--- config.mk ---
export PLATFORM = sky130hd
export DESIGN_NAME = reg_file_sb
export DESIGN_NICKNAME = d
export VERILOG_FILES = /design/src/rtl/regfile_pkg.sv /design/src/rtl/reg_file_scoreboard.sv /design/src/rtl/reg_file_sb.sv
export SDC_FILE = /design/constraint.sdc
export NUM_CORES = 2
export LEC_CHECK = 0
export CELL_PAD_IN_SITES_DETAIL_PLACEMENT = 2
export CELL_PAD_IN_SITES_GLOBAL_PLACEMENT = 2
export CORE_MARGIN = 2
export CORE_UTILIZATION = 46
export DETAILED_ROUTE_END_ITERATION = 8
export HOLD_SLACK_MARGIN = 0.02
export PLACE_DENSITY = 0.77
export SYNTH_ARGS = -nofsm -noshare
export SYNTH_HDL_FRONTEND = slang
export SYNTH_SLANG_ARGS = --single-unit
--- constraint.sdc ---
create_clock -name CLK -period 4.44 [get_ports CLK]
set_clock_uncertainty 0.05 [all_clocks]
set_input_delay 0.444 -clock CLK [delete_from_list [all_inputs] [get_ports CLK]]
set_output_delay 0.444 -clock CLK [all_outputs]
set_load 0.005 [all_outputs]
--- src/rtl/regfile_pkg.sv ---
// Shared constants and types for the integer register file.
// Imported by the scoreboard and the register file top.
package regfile_pkg;

  localparam int DATA_W   = 64;
  localparam int ADDR_W   = 5;
  localparam int NUM_REGS = 32;
  localparam int ZERO_REG = 31;

  typedef logic [ADDR_W-1:0] reg_idx_t;
  typedef logic [DATA_W-1:0] reg_word_t;
  typedef logic [ADDR_W:0]   reg_cnt_t;
  typedef logic [NUM_REGS-1:0] busy_vec_t;

  localparam reg_idx_t XZR = reg_idx_t'(ZERO_REG);

  function automatic logic is_xzr(
    input reg_idx_t idx
  );
    return idx == XZR;
  endfunction

endpackage

--- src/rtl/reg_file_scoreboard.sv ---
// Write-pending scoreboard: one busy bit per register plus
// an incrementally tracked count of set bits.
module reg_file_scoreboard
  import regfile_pkg::*;
(
  input  logic      CLK,
  input  logic      RST_N,
  input  logic      WR_EN,
  input  reg_idx_t  WR_ADDR,
  input  logic      ISSUE_EN,
  input  reg_idx_t  ISSUE_ADDR,
  input  logic      FLUSH,
  output busy_vec_t BUSY,
  output reg_cnt_t  PENDING
);

  busy_vec_t busy_q;
  busy_vec_t busy_d;
  reg_cnt_t  pend_q;
  logic      clr;
  logic      set;
  logic      inc;
  logic      dec;

  assign clr = WR_EN && !is_xzr(WR_ADDR);
  assign set = ISSUE_EN && !is_xzr(ISSUE_ADDR);

  // A set on the same index as the clear wins: newer producer.
  always_comb begin
    busy_d = busy_q;
    inc    = 1'b0;
    dec    = 1'b0;
    if (clr) begin
      busy_d[WR_ADDR] = 1'b0;
    end
    if (set) begin
      busy_d[ISSUE_ADDR] = 1'b1;
    end
    inc = set && !busy_q[ISSUE_ADDR];
    dec = clr && busy_q[WR_ADDR]
       && !(set && (ISSUE_ADDR == WR_ADDR));
  end

  always_ff @(posedge CLK) begin
    if (!RST_N) begin
      busy_q <= '0;
      pend_q <= '0;
    end else if (FLUSH) begin
      busy_q <= '0;
      pend_q <= '0;
    end else begin
      busy_q <= busy_d;
      pend_q <= pend_q
              + {{ADDR_W{1'b0}}, inc}
              - {{ADDR_W{1'b0}}, dec};
    end
  end

  assign BUSY    = busy_q;
  assign PENDING = pend_q;

endmodule

--- src/rtl/reg_file_sb.sv ---
// 32x64 register file with write-pending scoreboard, XZR = X31.
// Define REGFILE_BYPASS_EN for same-cycle write-to-read forwarding.
module reg_file_sb
  import regfile_pkg::*;
(
  input  logic              CLK,
  input  logic              RST_N,
  input  logic [ADDR_W-1:0] RD_ADDR_A,
  input  logic [ADDR_W-1:0] RD_ADDR_B,
  output logic [DATA_W-1:0] RD_DATA_A,
  output logic [DATA_W-1:0] RD_DATA_B,
  output logic              BUSY_A,
  output logic              BUSY_B,
  input  logic              WR_EN,
  input  logic [ADDR_W-1:0] WR_ADDR,
  input  logic [DATA_W-1:0] WR_DATA,
  input  logic              ISSUE_EN,
  input  logic [ADDR_W-1:0] ISSUE_ADDR,
  input  logic              FLUSH,
  output logic [ADDR_W:0]   PENDING
);

  reg_word_t mem [NUM_REGS];
  busy_vec_t busy;
  logic      wr_ok;

  assign wr_ok = WR_EN && !is_xzr(WR_ADDR);

  // Entry 31 is never written; reads of it are masked to zero.
  always_ff @(posedge CLK) begin
    if (!RST_N) begin
      for (int i = 0; i < NUM_REGS; i++) begin
        mem[i] <= '0;
      end
    end else if (wr_ok) begin
      mem[WR_ADDR] <= WR_DATA;
    end
  end

  reg_file_scoreboard u_sb (
    .CLK        (CLK),
    .RST_N      (RST_N),
    .WR_EN      (WR_EN),
    .WR_ADDR    (WR_ADDR),
    .ISSUE_EN   (ISSUE_EN),
    .ISSUE_ADDR (ISSUE_ADDR),
    .FLUSH      (FLUSH),
    .BUSY       (busy),
    .PENDING    (PENDING)
  );

`ifdef REGFILE_BYPASS_EN
  logic hit_a;
  logic hit_b;
  logic iss_a;
  logic iss_b;

  assign hit_a = wr_ok && (WR_ADDR == RD_ADDR_A);
  assign hit_b = wr_ok && (WR_ADDR == RD_ADDR_B);
  assign iss_a = ISSUE_EN && !FLUSH
              && (ISSUE_ADDR == RD_ADDR_A);
  assign iss_b = ISSUE_EN && !FLUSH
              && (ISSUE_ADDR == RD_ADDR_B);

  always_comb begin
    RD_DATA_A = '0;
    BUSY_A    = 1'b0;
    if (!is_xzr(RD_ADDR_A)) begin
      RD_DATA_A = hit_a ? WR_DATA : mem[RD_ADDR_A];
      BUSY_A    = (hit_a && !iss_a) ? 1'b0
                                    : busy[RD_ADDR_A];
    end
  end

  always_comb begin
    RD_DATA_B = '0;
    BUSY_B    = 1'b0;
    if (!is_xzr(RD_ADDR_B)) begin
      RD_DATA_B = hit_b ? WR_DATA : mem[RD_ADDR_B];
      BUSY_B    = (hit_b && !iss_b) ? 1'b0
                                    : busy[RD_ADDR_B];
    end
  end
`else
  always_comb begin
    RD_DATA_A = '0;
    BUSY_A    = 1'b0;
    if (!is_xzr(RD_ADDR_A)) begin
      RD_DATA_A = mem[RD_ADDR_A];
      BUSY_A    = busy[RD_ADDR_A];
    end
  end

  always_comb begin
    RD_DATA_B = '0;
    BUSY_B    = 1'b0;
    if (!is_xzr(RD_ADDR_B)) begin
      RD_DATA_B = mem[RD_ADDR_B];
      BUSY_B    = busy[RD_ADDR_B];
    end
  end
`endif

endmodule

* After elaboration in Yosys (flattened, before gate mapping)
Memories as Yosys holds them, arrays and structs flattened.
Cells that the tools add are included.
** Storage, ports and cells
- Output and inout bits :: 136
- Memories :: 1
- Logic and storage cells :: 59
- Flip-flop bits (word level) :: 38
- Bits of input ports :: 89
- Bits in writable memories :: 2048
** Operators by class
- Reduce and logical (&&, ||, !) cells :: 14
- $lt $le $gt $ge :: 6
- Bitwise operators :: 4
- Eq/ne operators :: 5
- Muxes and demuxes :: 25
- Add/sub/neg operators :: 2
** Memories
- mem :: words 32, width 64, read ports 2, clocked after memory_dff 0, write ports 32, line reg_file_sb.sv:23 : reg_word_t mem [NUM_REGS];
** Operators with widths (count)
- two-way mux 64 bit :: 3
- two-way mux 32 bit :: 2
- OR reduction 64 bit :: 1
- AND 32 bit :: 1
- NOT 32 bit :: 1
- OR 32 bit :: 1
- < comparator 5 x 6 -> 1 bit, second input constant :: 4
- binary-select mux 1 bit (select 5 bit) :: 4
- == test 5 bit, second input constant :: 4
- two-way mux 1 bit :: 13
- demux 1 bit (select 5 bit) :: 2
- greater-or-equal comparator 5 x 1 -> 1 bit, second input constant :: 2
- logical AND 1 bit :: 8
- adder 6 x 1 -> 6 bit :: 1
- subtractor 6 x 1 -> 6 bit :: 1
- == test 5 bit :: 1
- two-way mux 5 bit :: 1
- logical NOT 1 bit :: 4
- OR reduction 2 bit :: 1
- NOT 1 bit :: 1

* Logic depth before layout (Yosys ltp)
- Depth in word-level cells :: 9
- Depth in mapped cells :: 14
- Depth with buffers taken out :: 12

* Modules after synthesis
A second synthesis with hierarchy kept.
** Second synthesis, totals
- Cell total of the unflattened synthesis :: 7431
- Area, all modules :: 110724.9 µm²
** By module, submodules not included
- reg_file_sb :: times used 1, cells each 7154, area each 108362.7 µm²
- reg_file_scoreboard :: times used 1, cells each 277, area each 2362.3 µm²

* Worst setup path before layout
No wires, ideal clock.
- Path kind :: input -> register
- From :: input port WR_ADDR[0]
- To :: memory mem[12][0] (netlist name) (enable)
- Setup slack :: 1.102 ns
- Stages :: 5
- Arrival time :: 2.865 ns
- Required time :: 3.966 ns
- Cell sequence :: buf_2 > buf_4 > nor3b_1 > nand2_1 > nand2_1
** RTL lines
- from (decl) :: line reg_file_sb.sv:15 : input logic [ADDR_W-1:0] WR_ADDR,
- to (decl) :: line reg_file_sb.sv:23

* Worst setup path in the final report
- From :: input port RD_ADDR_B[3]
- To :: output port RD_DATA_B[57]
** On the way
- Cells in the longest elaborated chain, start to end :: 2
** RTL lines
- from (decl) :: line reg_file_sb.sv:9 : input logic [ADDR_W-1:0] RD_ADDR_B,
- memory read (32 x 64 bit) / == test 5 bit (equally long branches)
- two-way mux 64 bit (*) :: line reg_file_sb.sv:97 : if (!is_xzr(RD_ADDR_B)) begin
- to (decl) :: line reg_file_sb.sv:11 : output logic [DATA_W-1:0] RD_DATA_B,
Mark *: on every way between the ends. The rest lies on a longest branch, timed or not.

==> results_dict.tcl <==
set metrics [dict create \
    grt-ovfl-total 0 \
    p_sw_share_pct 27.1 \
    hold_viol 0 \
    yosysSeqAreaShare_pct 55.9 \
    fin_area_mm2 0.127 \
    cts_max_level 4 \
    power.total_w 0.0490 \
    syn_area_mm2 0.111 \
    synth_compound_area_share_pct 5.77 \
    ioPinCount 225 \
    synth_cell_types 64 \
    place.port_buffers 224 \
    seqPwrFrac_pct 47.9 \
    drc 0 \
    synth.area.top_cells "edfxtp_1 (55%), mux4_2 (14%), and2_1 (11%)" \
    slew_headroom_pct 15.4 \
    worst_r2r_path_depth 12 \
    p_switching_w 0.0133 \
    antenna_found_initial 65 \
    r2r-end "u_sb.PENDING[4]" \
    avgRoutedWirePerCell_um 44.2 \
    grtUsageTotal_pct 40.2 \
    nFillCells 21600 \
    hp-start "FLUSH" \
    die_width_um 496 \
    min_path_cells 3 \
    maxCapViolations 0 \
    power_density_mw_per_mm2 387 \
    firstDrtPassIters 6 \
    numCtsBuffers 230 \
    setup_tns_ns -0.131 \
    nNetsFinal 7966 \
    grt_setup_unrepaired "no" \
    period_minus_slack_ns 4.50 \
    avgSynthCellArea_um2 14.3 \
    cts_root_buf "clkbuf_16" \
    synthAdderAreaFrac_pct 0.0854 \
    crit_required_ns 3.95 \
    dieArea_mm2 0.246 \
    power_frac_comb_pct 13.3 \
    synth_flop_cell "edfxtp_1" \
    syn_inst 7807 \
    irDropWorstVdd_v 0.000363 \
    grt_first_pass_wirelength_um 692000 \
    cts_tree "done" \
    cts.sinks 2086 \
    tightest_slew_ns 1.26 \
    cts_buffer_depth 3 \
    clk_pin_slew_ns 0.06 \
    area_growth_pct 13.8 \
    clk-insertion-delay-late_ns 0.92 \
    p_leak_nw 44.6 \
    synthMuxAreaShare_pct 20.9 \
    synth_top_cell_area_share_pct 55.2 \
    synth-seq-cells 2086 \
    place_congestion 0.889 \
    rows 180 \
    worstSetupPathType "primary input to output pin" \
    synthSimpleGateAreaFrac_pct 13.8 \
    dpl_cell_area_mm2 0.119 \
    fp.coreArea_mm2 0.241 \
    viasPerCell 7.21 \
    post-route-util_pct 52.7 \
    synthArstFlopShare_pct 0 \
    drtIter0Drc 13100 \
    max_freq_ghz 0.222 \
    crit_fanout 30 \
    layout_setup_ws_ns -0.0576 \
    end_kind "output pin" \
    arrival_ns 4.00 \
    die_y_um 496 \
    synth_xor_area_share_pct 0.0708 \
    grt_max_degree 66 \
    intPower_w 0.0357 \
    min-delay-path-class "primary input to flip-flop" \
    min_to "u_sb.PENDING[1]" \
    maxSlewViolCount 0 \
    num_vias 81400 \
    yosysTopAreaCell "edfxtp_1" \
    clockPowerShare_pct 38.8 \
    start_util_pct 46.3 \
    critPathLaunchType "primary input" \
    status "complete, but fails checks" \
    finalSetupViolations 4 \
    routed_wl_um 500000 \
    ant_nets 0 \
    synth_top_family_by_area "multiplexers" \
    synth_edf_count 2048 \
    hpwlAfterDp_um 294000 \
    r2r-start "u_sb.BUSY[31]" \
    drive_above_1_share_pct 19.4 \
    period_share_pct 101 \
    grt_pass1_vias 86100 \
    yosys_warnings 0 \
    r2r_setup_slack_ns 1.28 \
    violations "setup timing" \
    post-place-ws_ns -0.295 \
]
-- kinds of logic after synthesis --
kind of cell | after synthesis
DFF | 2086
other | 1
buffers and inverters | 856
AOI/OAI and AO/OA | 797
xor gates and xnor gates | 9
adders and majority gates | 7
muxes | 1467
and+or+nand+nor | 2584
-- power by group through the flow --
stage,Combinational (W),Sequential [W],Clock (W)
floorplan,0.00342,0.0235,0
detailed placement,0.00630,0.0238,0
global placement,0.00612,0.0236,0
CTS,0.00637,0.0234,0.0190
global route,0.00664,0.0235,0.0197
finish,0.00654,0.0234,0.0190
-- timing repair --
item	4_1_cts	5_1_grt
hold buffers	0	0
buffers inserted	0	0
resized for setup	4	3
setup endpoints to repair	3	3
-- registers in the layout, summed over array words and instances (netlist names) --
register / cells
u_sb.BUSY: 32
u_sb.PENDING: 6
mem: 2048
-- area by class of cell --
| class | count | area, µm² | share of cell area, % |
|---|---|---|---|
| Sequential cell | 2086 | 62300 | 49.1 |
| Multi-Input combinational cell | 4928 | 46100 | 36.4 |
| Timing Repair Buffer | 611 | 6980 | 5.51 |
| Clock buffer | 285 | 6020 | 4.75 |
| Tap cell | 3185 | 3990 | 3.15 |
| Clock inverter | 138 | 1150 | 0.907 |
| Antenna cell | 47 | 118 | 0.0928 |
| Inverter | 13 | 53.8 | 0.0425 |
-- metrics by stage --
step | hold WS, ns | instances
6_report | 0.307 | 11300
5_1_grt | 0.310 | 11300
4_1_cts | 0.285 | 11200
3_5_place_dp | 0.530 | 10800
3_3_place_gp | 0.532 | 10800
2_1_floorplan | 0.432 | 7870
-- cell usage after synthesis (6+ instances only) --
| master | instances |
|---|---|
| a221oi_1 | 29 |
| mux4_2 | 683 |
| nand2b_1 | 9 |
| buf_6 | 28 |
| nor3b_1 | 6 |
| a32o_1 | 29 |
| a22oi_1 | 202 |
| buf_1 | 21 |
| nand3_1 | 123 |
| o311a_1 | 28 |
| mux2_2 | 63 |
| o22ai_1 | 67 |
| a2111oi_0 | 50 |
| a2111oi_1 | 21 |
| buf_2 | 142 |
| nand2_1 | 162 |
| or2_2 | 6 |
| ha_1 | 6 |
| buf_4 | 51 |
| clkbuf_1 | 598 |
| a22o_1 | 137 |
| a32oi_1 | 9 |
| o221ai_1 | 97 |
| nor3_1 | 78 |
| nand4_1 | 32 |
| edfxtp_1 | 2048 |
| mux2i_1 | 721 |
| and3b_1 | 7 |
| a211oi_1 | 71 |
| inv_1 | 13 |
| nor2_1 | 91 |
| nand3b_1 | 6 |
| and2_1 | 2020 |
| nor2_2 | 17 |
| nor2b_1 | 13 |
| dfxtp_1 | 38 |
| a21oi_1 | 36 |
-- critical path, cell delays in order --
cell             delay [ns]
clkdlybuf4s50_1        0.78
nand3b_1               0.44
buf_12                 0.31
o22ai_1                0.14
a2111oi_0              0.92
nor3_1                 0.33
clkdlybuf4s50_1        0.58
-- routing by layer --
metal / up-vias / GRT usage, % / routed length, µm
met5: - / 0 / 191
met4: 28 / 24.6 / 32600
met3: 1721 / 8.94 / 57400
met2: 6568 / 63.4 / 233000
met1: 43000 / 50.9 / 177000
li1: 30100 / - / -
-- cell usage in the layout, fill, tap and decap left out, types with 50 or more instances in the layout --
cell type        count
mux2_2              63
nand2_1            131
a22o_1             137
a22oi_1            202
nand3_1            120
o221ai_1            97
conb_1              64
o22ai_1             67
edfxtp_1          2048
mux2i_1            721
nor3_1              77
mux4_2             683
buf_12             144
clkinv_1            58
clkbuf_16          231
nor2_1              73
buf_4              244
and2_1            2017
clkdlybuf4s50_1    214
clkbuf_1            50
a211oi_1            70
-- worst max path at each step --
stage / from / to / slack, ns / cells after the start
5_1_grt: RD_ADDR_B[3] / RD_DATA_B[10] / 0.04 / 8
2_1_floorplan: WR_ADDR[0] / mem[12][0] / 1.10 / 5
6_report: RD_ADDR_B[3] / RD_DATA_B[57] / -0.06 / 7
3_5_place_dp: RD_ADDR_B[3] / RD_DATA_B[55] / -0.30 / 9
4_1_cts: RD_ADDR_B[3] / RD_DATA_B[13] / 0.008 / 9
3_3_place_gp: RD_ADDR_B[3] / RD_DATA_B[12] / -0.72 / 8
(Power assumes the default switching activity.)
